===== config.mk =====
export PLATFORM = sky130hd
export DESIGN_NAME = idp_decoder_37
export DESIGN_NICKNAME = d
export VERILOG_FILES = /design/src/rtl/idp_decoder_37.sv
export SDC_FILE = /design/constraint.sdc
export NUM_CORES = 1
export LEC_CHECK = 0
export BUFFER_PORTS_ARGS = -buffer_cell sky130_fd_sc_hd__buf_2
export CAP_MARGIN = 5
export CORE_ASPECT_RATIO = 0.9
export CORE_MARGIN = 2
export CORE_UTILIZATION = 40
export CTS_BUF_LIST = sky130_fd_sc_hd__clkbuf_4 sky130_fd_sc_hd__clkbuf_8
export DETAILED_ROUTE_END_ITERATION = 8
export GPL_TIMING_DRIVEN = 0
export MAX_ROUTING_LAYER = met4
export SKIP_CTS_REPAIR_TIMING = 1
export SLEW_MARGIN = 20
export SYNTH_ARGS = -nofsm -noshare
export SYNTH_HDL_FRONTEND = slang
export SYNTH_SLANG_ARGS = --single-unit

===== constraint.sdc =====
create_clock -name clock -period 16.5 [get_ports clock]
set_input_delay 1.65 -clock clock [delete_from_list [all_inputs] [get_ports clock]]
set_output_delay 1.65 -clock clock [all_outputs]
set_load 0.01 [all_outputs]

===== src/rtl/idp_decoder_37.sv =====
// IDP decoder: 37-bit codeword (MSB nibble + 33-bit Fibonacci field) to binary.
// Three-stage valid/ready pipeline with illegal-nibble / range flags and a saturating error count.
`ifndef IBLEN37
`define IBLEN37 26
`endif

module idp_decoder_37 #(
  parameter int unsigned ERRCNT_W = 16
) (
  input  logic                clock,
  input  logic                rst_n,
  input  logic [36:0]         codein,
  input  logic                in_valid,
  output logic                in_ready,
  output logic [`IBLEN37-1:0] dataout,
  output logic                out_valid,
  input  logic                out_ready,
  output logic                err_nibble,
  output logic                err_range,
  output logic [ERRCNT_W-1:0] err_count,
  input  logic                clear_err
);
  localparam int unsigned DataW  = `IBLEN37;
  localparam logic [27:0] MaxVal = 28'((64'd1 << DataW) - 64'd1);

  function automatic logic [27:0] fns(input int unsigned n);
    logic [27:0] a, b, t;
    a = 28'd1;
    b = 28'd1;
    for (int unsigned k = 3; k <= n; k++) begin
      t = a + b;
      a = b;
      b = t;
    end
    return b;
  endfunction

  localparam logic [27:0] Fns34 = fns(34);
  localparam logic [27:0] Fns36 = fns(36);
  localparam logic [27:0] Fns37 = fns(37);

  logic              s1_valid_q, s2_valid_q, s3_valid_q;
  logic [32:0]       s1_code_q;
  logic [27:0]       s1_off_q;
  logic              s1_bad_q, s2_bad_q;
  logic [27:0]       s2_lo_q, s2_hi_q;
  logic [DataW-1:0]  s3_data_q;
  logic              s3_nib_q, s3_rng_q;
  logic [ERRCNT_W-1:0] err_cnt_q;

  logic        s1_adv, s2_adv, s3_adv;
  logic [27:0] off_d, lo_d, hi_d, sum_d;
  logic        bad_d;

  // Each stage may load when empty or when its occupant moves on this cycle.
  assign s3_adv   = !s3_valid_q || out_ready;
  assign s2_adv   = !s2_valid_q || s3_adv;
  assign s1_adv   = !s1_valid_q || s2_adv;
  assign in_ready = s1_adv;

  always_comb begin
    off_d = '0;
    bad_d = 1'b0;
    case (codein[36:33])
      4'b0000: off_d = '0;
      4'b0001: off_d = Fns34;
      4'b1000: off_d = Fns36;
      4'b1001: off_d = Fns34 + Fns36;
      4'b0011: off_d = Fns34 + Fns37;
      4'b1100: off_d = Fns36 + Fns37;
      4'b0110: off_d = 2 * Fns37;
      4'b0111: off_d = 2 * Fns37 + Fns34;
      4'b1110: off_d = 2 * Fns37 + Fns36;
      4'b1111: off_d = 2 * Fns37 + Fns36 + Fns34;
      default: bad_d = 1'b1;
    endcase
  end

  always_comb begin
    lo_d = {27'd0, s1_code_q[0]};
    for (int unsigned i = 1; i <= 16; i++) begin
      if (s1_code_q[i]) lo_d = lo_d + fns(i + 1);
    end
    hi_d = s1_off_q;
    for (int unsigned i = 17; i <= 32; i++) begin
      if (s1_code_q[i]) hi_d = hi_d + fns(i + 1);
    end
    sum_d = s2_lo_q + s2_hi_q;
  end

  always_ff @(posedge clock or negedge rst_n) begin
    if (!rst_n) begin
      s1_valid_q <= 1'b0;
      s1_code_q  <= '0;
      s1_off_q   <= '0;
      s1_bad_q   <= 1'b0;
      s2_valid_q <= 1'b0;
      s2_lo_q    <= '0;
      s2_hi_q    <= '0;
      s2_bad_q   <= 1'b0;
      s3_valid_q <= 1'b0;
      s3_data_q  <= '0;
      s3_nib_q   <= 1'b0;
      s3_rng_q   <= 1'b0;
      err_cnt_q  <= '0;
    end else begin
      if (s1_adv) begin
        s1_valid_q <= in_valid;
        if (in_valid) begin
          s1_code_q <= codein[32:0];
          s1_off_q  <= off_d;
          s1_bad_q  <= bad_d;
        end
      end
      if (s2_adv) begin
        s2_valid_q <= s1_valid_q;
        if (s1_valid_q) begin
          s2_lo_q  <= lo_d;
          s2_hi_q  <= hi_d;
          s2_bad_q <= s1_bad_q;
        end
      end
      if (s3_adv) begin
        s3_valid_q <= s2_valid_q;
        if (s2_valid_q) begin
          // Illegal nibble wins over range: zero data, no range flag.
          if (s2_bad_q) begin
            s3_data_q <= '0;
            s3_nib_q  <= 1'b1;
            s3_rng_q  <= 1'b0;
          end else if (sum_d > MaxVal) begin
            s3_data_q <= '1;
            s3_nib_q  <= 1'b0;
            s3_rng_q  <= 1'b1;
          end else begin
            s3_data_q <= sum_d[DataW-1:0];
            s3_nib_q  <= 1'b0;
            s3_rng_q  <= 1'b0;
          end
        end
      end
      if (clear_err) begin
        err_cnt_q <= '0;
      end else if (s3_valid_q && out_ready && (s3_nib_q || s3_rng_q) && !(&err_cnt_q)) begin
        err_cnt_q <= err_cnt_q + 1'b1;
      end
    end
  end

  assign dataout    = s3_data_q;
  assign out_valid  = s3_valid_q;
  assign err_nibble = s3_nib_q;
  assign err_range  = s3_rng_q;
  assign err_count  = err_cnt_q;

endmodule


==> summary.txt <==
Outcome
  – Status: complete, no violations

Synthesis
  – FFs w/ async S/R, synth: 1.00
  – Cell count after synthesis: between 3000 and 4000
  – Yosys warning count: 0
  – Top_reg_cell synth: dfrtp_1
  – Number of synthesized flops with an enable pin: 0
  – Syn avg cell area: 7.60 µm²
  – FF+latch count, synth: 150
  – Sequential fraction of the synthesis area: 0.159
  – Synth Net Count: ~3200
  – Cell Area, Synth: 23600 µm²
  – Unique cell type count in the Yosys netlist: 132

Critical path
  – Crit-path max cell delay: approximately 0.53 ns
  – Crit start category: register
  – Worst-path maximum fanout: 10
  – CP most frequent cell: xnor2_1
  – WP data required: 16.96 ns
  – Crit-path slowest cell: xnor2_1
  – Critical path type: reg -> reg
  – Worst path arrival time: 14.59 ns
  – Crit. End Element: register
  – Reg2reg path depth: 48

Timing
  – Final Hold Vio Count: 0
  – Unrepaired setup endpoints after global routing: false
  – Tightest Pin Transition: 0.933 ns
  – Fmax: 70.8 MHz
  – Max_slew headroom: 0.377
  – Count of final max-slew check failures: 0
  – Period utilization: 0.856
  – Min cycle time layout: 14.13 ns
  – Setup TNS: 0 ns
  – Layout Skew: 0.0376 ns
  – Final setup viols: 0

Global routing
  – Initial antenna violation count: 1
  – GRT Total Usage: 0.218
  – Global-route wire length before repair: around 110 mm
  – Total gr overflow: 0
  – Vias in the first global route: around 21000
  – Largest net degree at the start of global routing: 92

Die
  – # IOs: 88
  – Row Count: 84
  – Die area: 61000 µm²
  – Starting Density: 0.404
  – Die X: 260 µm
  – Core area: 58400 µm²
  – Die Span Y: 235 µm

Clock tree
  – Worst-path clk slew: 0.13 ns
  – Longest Clk Path Bufs: 2
  – Clock sinks: 150
  – H-tree depth: 4
  – CTS buffer count: 17
  – CTS Root Cell: clkbuf_8
  – CTS tree: done
  – Worst-skew pair later-pin latency: 0.60 ns

Drt
  – Iteration-0 DRC Markers: ~1400
  – ANT nets after route: 0
  – DR pass1 iterations: 5
  – DR WL/cell: between 15 and 20 µm
  – Vias per inst: 5.65
  – Routed WL: 64.1 mm
  – Residual DRC count: 0
  – Via count: between 20000 and 25000

Cells and area
  – Fillers: ~6000
  – Layout Nets: 3309
  – Share of cells above drive strength 1: 0.109
  – Synth-to-Final Area Change: 8.02%

Placed design
  – Buffers on Ports: 86
  – GP Congestion: 0.904
  – Hpwl dp: 51.3 mm

Worst hold path
  – Hold Path Depth: 2
  – HP Class: reg -> reg

Flow run
  – Max-cap violations: 0
-- cell type report --
type	instances	area, µm²	share of cell area
clock buffers	17	234	0.00917
multi-input cells	2753	19000	0.745
well taps	774	968	0.0380
flip-flops and latches	150	3750	0.147
diodes	1	2.50	0.0000981
inverters	83	312	0.0122
clock inverters	15	198	0.00775
repair buffers	88	483	0.0189
plain buffers	123	547	0.0214
-- metal layers --
metal | vias to the layer above | global-route usage | routed length (µm)
met4 | 0 | 0.0504 | 841
met5 | - | - | 0
met1 | 10600 | 0.292 | 32100
met3 | 52 | 0.0250 | 1940
li1 | 11600 | - | -
met2 | 359 | 0.353 | 29200
-- metrics by stage --
step | util | instances | area, µm² | hold WS [ns] | setup WS [ns]
after CTS | 0.436 | 4002 | 25500 | 0.488 | 2.70
after global placement | 0.428 | 3969 | 25000 | 0.459 | 2.82
after floorplan | - | 3109 | 23600 | 0.443 | 4.88
after detailed placement | 0.429 | 3970 | 25100 | 0.463 | 2.81
final | 0.437 | 4004 | 25500 | 0.485 | 2.37
after global routing | 0.436 | 4003 | 25500 | 0.514 | 1.20
-- worst paths after layout --
kind | start | end | slack [ns]
setup / recovery | s1_code_q[18] | s2_hi_q[25] | 2.37
hold / removal | dataout[4] | dataout[4] | 0.49
setup reg to reg | s1_code_q[18] | s2_hi_q[25] | 2.37
hold reg to reg | dataout[4] | dataout[4] | 0.49
max in group asynchronous | rst_n | s1_code_q[11] | 14.64
min in group asynchronous | rst_n | err_count[5] | 0.98
-- Yosys cell counts (all sizes together) (12+ instances only) --
| library cell | n | area [µm²] |
|---|---|---|
| nand2 | 372 | 1400 |
| xnor2 | 301 | 2770 |
| nor2 | 269 | 1020 |
| o21ai | 200 | 1020 |
| xor2 | 164 | 1520 |
| dfrtp | 150 | 3750 |
| a21oi | 148 | 763 |
| nand3 | 103 | 515 |
| clkbuf | 89 | 334 |
| nor3 | 80 | 438 |
| inv | 79 | 297 |
| and2 | 58 | 363 |
| o31ai | 57 | 452 |
| o211ai | 55 | 438 |
| and3 | 53 | 332 |
| mux2 | 53 | 597 |
| nand2b | 51 | 319 |
| ha | 50 | 626 |
| a31oi | 40 | 287 |
| a21o | 38 | 285 |
| nand4 | 37 | 231 |
| or2 | 37 | 231 |
| buf | 34 | 211 |
| a211oi | 33 | 303 |
| o21bai | 30 | 225 |
| or3 | 30 | 198 |
| mux2i | 29 | 290 |
| nor2b | 29 | 181 |
| nor4 | 28 | 188 |
| o21a | 27 | 203 |
| o22ai | 25 | 169 |
| nor3b | 20 | 155 |
| a21boi | 16 | 131 |
| xnor3 | 16 | 360 |
| and4 | 14 | 123 |
| o211a | 14 | 148 |
| a2111oi | 12 | 164 |
| a211o | 12 | 105 |
| a22oi | 12 | 100 |
| a311oi | 12 | 118 |
| o2111ai | 12 | 105 |
| o221ai | 12 | 111 |
-- placed cells by master (no fill, tap or decap), drive strengths merged, types with 30 or more instances in the layout --
cell type,synthesis,final
nand2,372,372
xnor2,301,301
nor2,269,269
o21ai,200,200
xor2,164,164
dfrtp,150,150
a21oi,148,148
buf,34,122
clkbuf,89,106
nand3,103,103
inv,79,88
nor3,80,80
and2,58,58
o31ai,57,57
o211ai,55,55
mux2,53,53
and3,53,53
nand2b,51,51
ha,50,50
a31oi,40,40
a21o,38,38
nand4,37,37
or2,37,37
a211oi,33,33
o21bai,30,30
or3,30,30
-- critical path, delay by kind of cell, from the launching register on --
family          cells  cell delay [ns]
compound gates     12             3.16
fa+ha+maj           3             0.86
flops               1             0.44
mux                 1             0.26
simple gates       10             2.72
xor+xnor           17             5.42
buf+inv             5             1.10
-- cells by family (layout without fill, tap and decap cells) --
kind of cell / count (synthesis) / in the layout / synth area share
and+or+nand+nor: 1238 / 1238 / 0.263
other: 0 / 1 / 0
muxes: 82 / 82 / 0.0376
xor gates and xnor gates: 485 / 485 / 0.201
buffers and inverters: 206 / 326 / 0.0363
adders and majority gates: 51 / 51 / 0.0273
DFF: 150 / 150 / 0.159
AOI/OAI and AO/OA: 897 / 897 / 0.276
-- state kept, by name, summed over array words and instances (netlist names) --
signal and cells:
s2_hi_q 28, out_valid 1, s1_valid_q 1, err_count 16
s2_valid_q 1, s1_code_q 33, err_range 1, err_nibble 1
s1_bad_q 1, s2_bad_q 1, dataout 26, s2_lo_q 17
s1_off_q 23
Power is left out: the tool's default activity adds up to more than one toggle a clock period on the data nets, which glitch-free logic cannot reach.
